$ cat config.mk
export PLATFORM = sky130hd
export DESIGN_NAME = regfile_wb_arbiter
export DESIGN_NICKNAME = d
export VERILOG_FILES = /design/src/rtl/rv_pkg.sv /design/src/rtl/reg_scoreboard.sv /design/src/rtl/regfile_wb_arbiter.sv
export SDC_FILE = /design/constraint.sdc
export NUM_CORES = 1
export LEC_CHECK = 0
export ABC_AREA = 0
export CAP_MARGIN = 10
export CORE_AREA = 2 2 116 118
export CTS_CLUSTER_SIZE = 25
export DETAILED_ROUTE_END_ITERATION = 7
export DIE_AREA = 0 0 118 120
export PLACE_DENSITY = 0.85
export SLEW_MARGIN = 20
export SYNTH_ARGS = -nofsm -noshare
export SYNTH_HDL_FRONTEND = slang
export SYNTH_SLANG_ARGS = --single-unit
$ cat constraint.sdc
create_clock -name clk -period 4.1 [get_ports clk]
set_input_delay 0.82 -clock clk [delete_from_list [all_inputs] [get_ports clk]]
set_output_delay 0.82 -clock clk [all_outputs]
set_load 0.02 [all_outputs]
$ cat src/rtl/rv_pkg.sv
// Shared definitions for the register-file writeback path: register addressing
// and the arbiter grant encoding.
package rv_pkg;

  localparam int unsigned NUM_REGS   = 32;
  localparam int unsigned REG_ADDR_W = 5;

  typedef enum logic {
    GRANT_ALU = 1'b0,
    GRANT_MEM = 1'b1
  } grant_e;

  // x0 is hardwired to zero: never written, never tracked.
  function automatic logic is_zero_reg(logic [REG_ADDR_W-1:0] addr);
    return addr == '0;
  endfunction

endpackage

$ cat src/rtl/reg_scoreboard.sv
// Per-register pending-write counters: issue increments, register-file commit
// decrements, decode queries busy status combinationally.
module reg_scoreboard
  import rv_pkg::*;
#(
  parameter int unsigned PEND_W = 2
) (
  input  logic                  clk,
  input  logic                  rst_n,
  input  logic                  inc_valid_i,
  input  logic [REG_ADDR_W-1:0] inc_rd_i,
  output logic                  inc_sat_o,
  input  logic                  dec_valid_i,
  input  logic [REG_ADDR_W-1:0] dec_rd_i,
  input  logic [REG_ADDR_W-1:0] q1_addr_i,
  input  logic [REG_ADDR_W-1:0] q2_addr_i,
  output logic                  q1_busy_o,
  output logic                  q2_busy_o,
  output logic                  sb_err_o
);

  logic [PEND_W-1:0] cnt_q [NUM_REGS];
  logic [PEND_W-1:0] cnt_d [NUM_REGS];
  logic              err_q, err_d;
  logic              inc_fire;

  // x0 can never saturate, so issue to x0 is always accepted and ignored.
  assign inc_sat_o = !is_zero_reg(inc_rd_i) && (&cnt_q[inc_rd_i]);
  assign inc_fire  = inc_valid_i && !inc_sat_o && !is_zero_reg(inc_rd_i);

  assign q1_busy_o = !is_zero_reg(q1_addr_i) && (cnt_q[q1_addr_i] != '0);
  assign q2_busy_o = !is_zero_reg(q2_addr_i) && (cnt_q[q2_addr_i] != '0);
  assign sb_err_o  = err_q;

  always_comb begin
    cnt_d = cnt_q;
    err_d = err_q;
    for (int unsigned i = 0; i < NUM_REGS; i++) begin
      if (inc_fire && (inc_rd_i == REG_ADDR_W'(i))) begin
        if (!(dec_valid_i && (dec_rd_i == REG_ADDR_W'(i)))) begin
          cnt_d[i] = cnt_q[i] + 1'b1;
        end
      end else if (dec_valid_i && (dec_rd_i == REG_ADDR_W'(i)) && (cnt_q[i] != '0)) begin
        cnt_d[i] = cnt_q[i] - 1'b1;
      end
    end
    // Retiring a write nobody issued means the pipeline lost track of a destination.
    if (dec_valid_i && (cnt_q[dec_rd_i] == '0)) begin
      err_d = 1'b1;
    end
  end

  always_ff @(posedge clk or negedge rst_n) begin
    if (!rst_n) begin
      for (int unsigned i = 0; i < NUM_REGS; i++) begin
        cnt_q[i] <= '0;
      end
      err_q <= 1'b0;
    end else begin
      cnt_q <= cnt_d;
      err_q <= err_d;
    end
  end

endmodule

$ cat src/rtl/regfile_wb_arbiter.sv
// Round-robin arbiter sharing the register-file write port between the ALU and
// load pipes, with a registered write port and a pending-write scoreboard.
module regfile_wb_arbiter
  import rv_pkg::*;
#(
  parameter int unsigned WORD_SIZE = 32,
  parameter int unsigned PEND_W    = 2
) (
  input  logic                  clk,
  input  logic                  rst_n,
  input  logic                  issue_valid,
  input  logic [REG_ADDR_W-1:0] issue_rd,
  output logic                  issue_ready,
  input  logic [REG_ADDR_W-1:0] rs1_addr,
  input  logic [REG_ADDR_W-1:0] rs2_addr,
  output logic                  rs1_busy,
  output logic                  rs2_busy,
  input  logic                  alu_valid,
  input  logic [REG_ADDR_W-1:0] alu_rd,
  input  logic [WORD_SIZE-1:0]  alu_data,
  output logic                  alu_ready,
  input  logic                  mem_valid,
  input  logic [REG_ADDR_W-1:0] mem_rd,
  input  logic [WORD_SIZE-1:0]  mem_data,
  output logic                  mem_ready,
  output logic [REG_ADDR_W-1:0] rf_A3,
  output logic [WORD_SIZE-1:0]  rf_write_data,
  output logic                  rf_write_enable,
  output logic                  sb_err
);

  grant_e                last_grant_q, last_grant_d;
  logic [REG_ADDR_W-1:0] a3_q, a3_d;
  logic [WORD_SIZE-1:0]  wd_q, wd_d;
  logic                  we_q, we_d;
  logic                  alu_gnt, mem_gnt;
  logic                  issue_sat;

  always_comb begin
    // On a tie the source that lost last time wins.
    alu_gnt      = alu_valid && (!mem_valid || (last_grant_q == GRANT_MEM));
    mem_gnt      = mem_valid && !alu_gnt;
    last_grant_d = last_grant_q;
    a3_d         = a3_q;
    wd_d         = wd_q;
    we_d         = 1'b0;
    if (alu_gnt) begin
      last_grant_d = GRANT_ALU;
      a3_d         = alu_rd;
      wd_d         = alu_data;
      we_d         = !is_zero_reg(alu_rd);
    end else if (mem_gnt) begin
      last_grant_d = GRANT_MEM;
      a3_d         = mem_rd;
      wd_d         = mem_data;
      we_d         = !is_zero_reg(mem_rd);
    end
  end

  always_ff @(posedge clk or negedge rst_n) begin
    if (!rst_n) begin
      last_grant_q <= GRANT_MEM;
      a3_q         <= '0;
      wd_q         <= '0;
      we_q         <= 1'b0;
    end else begin
      last_grant_q <= last_grant_d;
      a3_q         <= a3_d;
      wd_q         <= wd_d;
      we_q         <= we_d;
    end
  end

  assign alu_ready       = alu_gnt;
  assign mem_ready       = mem_gnt;
  assign rf_A3           = a3_q;
  assign rf_write_data   = wd_q;
  assign rf_write_enable = we_q;
  assign issue_ready     = !issue_sat;

  // Retire on the same edge the register file commits, so busy never
  // clears before the new value is readable.
  reg_scoreboard #(
    .PEND_W (PEND_W)
  ) u_scoreboard (
    .clk         (clk),
    .rst_n       (rst_n),
    .inc_valid_i (issue_valid),
    .inc_rd_i    (issue_rd),
    .inc_sat_o   (issue_sat),
    .dec_valid_i (we_q),
    .dec_rd_i    (a3_q),
    .q1_addr_i   (rs1_addr),
    .q2_addr_i   (rs2_addr),
    .q1_busy_o   (rs1_busy),
    .q2_busy_o   (rs2_busy),
    .sb_err_o    (sb_err)
  );

endmodule
==> results of run 1 <==
## power groups by stage
stage | Sequential, uW | Combinational (uW) | Clock, uW
finish | 1560 | 1360 | 977
global route | 1600 | 1470 | 1030
CTS | 1550 | 1340 | 987
detailed placement | 1560 | 1340 | 0
global placement | 1560 | 1310 | 0
floorplan | 1520 | 833 | 0
## metrics by stage
| stage | cells | power (uW) | instance area (um^2) | hold WS, ps | worst slack [ps] |
|---|---|---|---|---|---|
| after floorplan | 860 | 2360 | 7200 | 469 | 721 |
| after global placement | 1152 | 2860 | 8780 | 481 | 8.46 |
| after detailed placement | 1152 | 2900 | 8780 | 504 | 10.4 |
| after CTS | 1168 | 3880 | 9110 | 507 | 5.43 |
| after global routing | 1168 | 4090 | 9110 | 537 | 293 |
| final | 1168 | 3900 | 9110 | 486 | 384 |
## final timing paths
check	cells past startpoint	start	to	slack, ps
max reg2reg	5	rf_A3[2]$_DFFE_PN0P_	u_scoreboard.sb_err_o$_DFFE_PN0P_	1710
min reg2reg	1	u_scoreboard.cnt_q[26]$_DFFE_PN0P_	u_scoreboard.cnt_q[26]$_DFFE_PN0P_	520
max in group asynchronous	2	rst_n	rf_write_data[14]$_DFFE_PN0P_	2860
min in group clk	1	u_scoreboard.cnt_q[26]$_DFFE_PN0P_	u_scoreboard.cnt_q[26]$_DFFE_PN0P_	520
max	6	rs2_addr[2]	rs2_busy	380
min	1	rst_n	u_scoreboard.cnt_q[22]$_DFFE_PN0P_	490
## Yosys cell counts, types with 5 or more instances
master and n:
nor2_1 131, dfrtp_1 103, nand2_1 91, a21oi_1 58, inv_1 47, o21ai_0 42
a31oi_1 34, clkbuf_1 32, o22ai_1 32, mux4_2 29, nor3_1 26, a211oi_1 24
and3_1 21, nand3_1 21, nand2b_1 15, mux2i_1 12, nor2b_1 11, and2_1 9
xnor2_1 9, o21a_1 8, buf_1 7, nand4_1 7, a21boi_0 5, nand3b_1 5
o221a_2 5, o22a_1 5
## registers in the layout, summed over array words and instances, names as in the netlist
name and count:
last_grant_q 1, u_scoreboard.sb_err_o 1, rf_A3 5, rf_write_enable 1, rf_write_data 32, u_scoreboard.cnt_q 64
## cell type report
class | instances | area, um^2
multi-input cells | 663 | 4200
repair buffers | 162 | 1580
well taps | 176 | 220
flip-flops and latches | 104 | 2600
fillers | 1051 | 3860
inverters | 47 | 176
clock inverters | 5 | 88.8
clock buffers | 11 | 243
## critical path: cells and delay by family
kind | cells | cell delay, ps
multiplexers | 2 | 970
AO/OA/AOI/OAI | 1 | 220
buffers and inverters | 3 | 880
## logic make-up after synthesis
kind of cell / Yosys count / synth area share [%]
buffers and inverters: 93 / 5.48
XOR/XNOR: 10 / 1.22
AO/OA/AOI/OAI: 245 / 22.0
multiplexers: 46 / 11.6
AND/OR/NAND/NOR: 361 / 23.4
adder cells (fa/ha/maj): 1 / 0.174
flip-flops: 104 / 36.2
## metal layers
| layer | global-route usage [%] | share of wire [%] | vias to the layer above |
|---|---|---|---|
| met2 | 51.1 | 48 | 399 |
| met4 | 11.5 | 3.2 | 0 |
| li1 | - | - | 3385 |
| met5 | 0 | 0 | - |
| met3 | 9.70 | 11 | 56 |
| met1 | 37.1 | 39 | 3435 |
## repair_timing
action | CTS | global route
gates resized for setup | 0 | 3
buffers inserted | 0 | 0
endpoints found under the setup margin | 0 | 3
==> flow_metrics.py, run 1 <==
metrics = {
    "status": {
        "status": "finished clean",
    },
    "clocking": {
        "clockBufferDepth": 2,
        "cts_tree": "yes",
        "cts_sinks": 104,
        "clock-root-buffer": "clkbuf_16",
        "cts_buffers": 9,
        "clk_latency_ps": 360,
        "cts_htree_levels": 3,
        "cts.reportedPaths.clkPinSlew_ps": 70,
        "ctsHoldBuffers": 0,
    },
    "grt": {
        "globalRoute.totalOverflow": 0,
        "grt.total_usage_pct": 30.6,
        "grt_pass1_wl_um": 34300,
        "antenna_found_initial": 0,
        "grt_max_degree": 97,
        "grt_pass1_vias": 6990,
    },
    "cells_and_area": {
        "mostFrequentLayoutCells": "132 x clkdlybuf4s50_1, 131 x nor2_1, 103 x dfrtp_1",
        "layout-drive-gt1-share_pct": 9.68,
        "layout.nets": 1082,
        "num_antenna_cells": 0,
        "post-route-util_pct": 70.2,
        "area_growth_pct": 26.7,
        "final_common_cell": "clkdlybuf4s50_1",
    },
    "placement": {
        "buffer_ports.inserted": 137,
        "hpwlAfterDp_um": 16000,
        "routabilityCongestion": 1.09,
    },
    "detailed_routing": {
        "drt_iter0_drc": 706,
        "ant_nets": 0,
        "avgViaCountPerCell": 6.23,
        "vias": 7275,
        "first_pass_iters": 5,
        "drc": 0,
        "wirelength_um": 21500,
        "avgRoutedWirePerCell_um": 18.4,
    },
    "setup_path": {
        "arrival_ps": 2900,
        "start_kind": "input pin",
        "worstPathRequired_ps": 3280,
        "cp_slowest_cell": "mux4_2",
        "cp_max_fo": 5,
        "worstSetupEndpointType": "output pin",
        "slowest_delay_ps": 500,
        "cpMostUsedCell": "mux4_2",
        "cp_cell_sequence": "clkdlybuf4s50_1, buf_4, mux4_2, mux4_2, a21oi_1, dlymetal6s2s_1",
        "critical_path_class": "input pin to output pin",
    },
    "sta": {
        "finalClockSkew_ps": 8.58,
        "max_freq_ghz": 0.269,
        "final.setup.tns_ps": 0,
        "relSlewSlack_pct": 42.7,
        "setup_violations": 0,
        "tightest_slew_ps": 859,
        "rsz0062_at_grt": "no",
        "fin_crit_ps": 3720,
        "slew_viol_final": 0,
        "timing.final.crit_share_pct": 90.6,
        "finalHoldViolations": 0,
    },
    "power_and_ir_drop": {
        "powerDensity_nw_per_um2": 428,
        "combPwrFrac_pct": 34.9,
        "ir_drop_v": 0.000278,
        "switchingPower_uw": 1440,
        "internal_power_uw": 2460,
        "swShare_pct": 36.9,
        "seq_power_share_pct": 40.1,
        "power.share.clock_pct": 25.0,
        "p_leak_uw": 0.00389,
    },
    "logic_synthesis": {
        "synth_edf_count": 0,
        "synth_cells": 860,
        "synth_top_flop_cell": "dfrtp_1",
        "yosysTopAreaCell": "dfrtp_1",
        "synth_largest_type_area_fraction_pct": 35.8,
        "syn_nets": 955,
        "synth_seq_cells": 104,
        "ys_seq_area_share_pct": 36.2,
        "ys_warn_count": 0,
        "ys_async_sr_fraction_pct": 100,
        "synthTopCellsByArea": "dfrtp_1 36%, mux4_2 9.1%, nor2_1 6.8%, nand2_1 4.7%, a21oi_1 4.0%",
        "syn_area_um2": 7200,
        "synth.avg_cell_area_um2": 8.37,
        "synth.distinct_cells": 64,
    },
    "floorplanning": {
        "die_area_um2": 14200,
        "rows": 42,
        "dieWidth_um": 118,
        "die_h_um": 120,
        "io_pins": 138,
        "initial_utilization_pct": 55.4,
        "coreArea_um2": 13000,
    },
    "min_path": {
        "hold_class": "input pin to async pin",
    },
    "job": {
        "maxCapViolations": 0,
    },
}
(Power assumes the default switching activity.)
==> run 2: changes to the inputs <==
--- a/config.mk
+++ b/config.mk
@@ -12,7 +12,7 @@
 export DETAILED_ROUTE_END_ITERATION = 7
 export DIE_AREA = 0 0 118 120
 export PLACE_DENSITY = 0.85
-export SLEW_MARGIN = 20
+export SLEW_MARGIN = 15
 export SYNTH_ARGS = -nofsm -noshare
 export SYNTH_HDL_FRONTEND = slang
 export SYNTH_SLANG_ARGS = --single-unit
==> results of run 2 <==
Same layout as run 1: the final DEF is identical, and so are final timing and power.
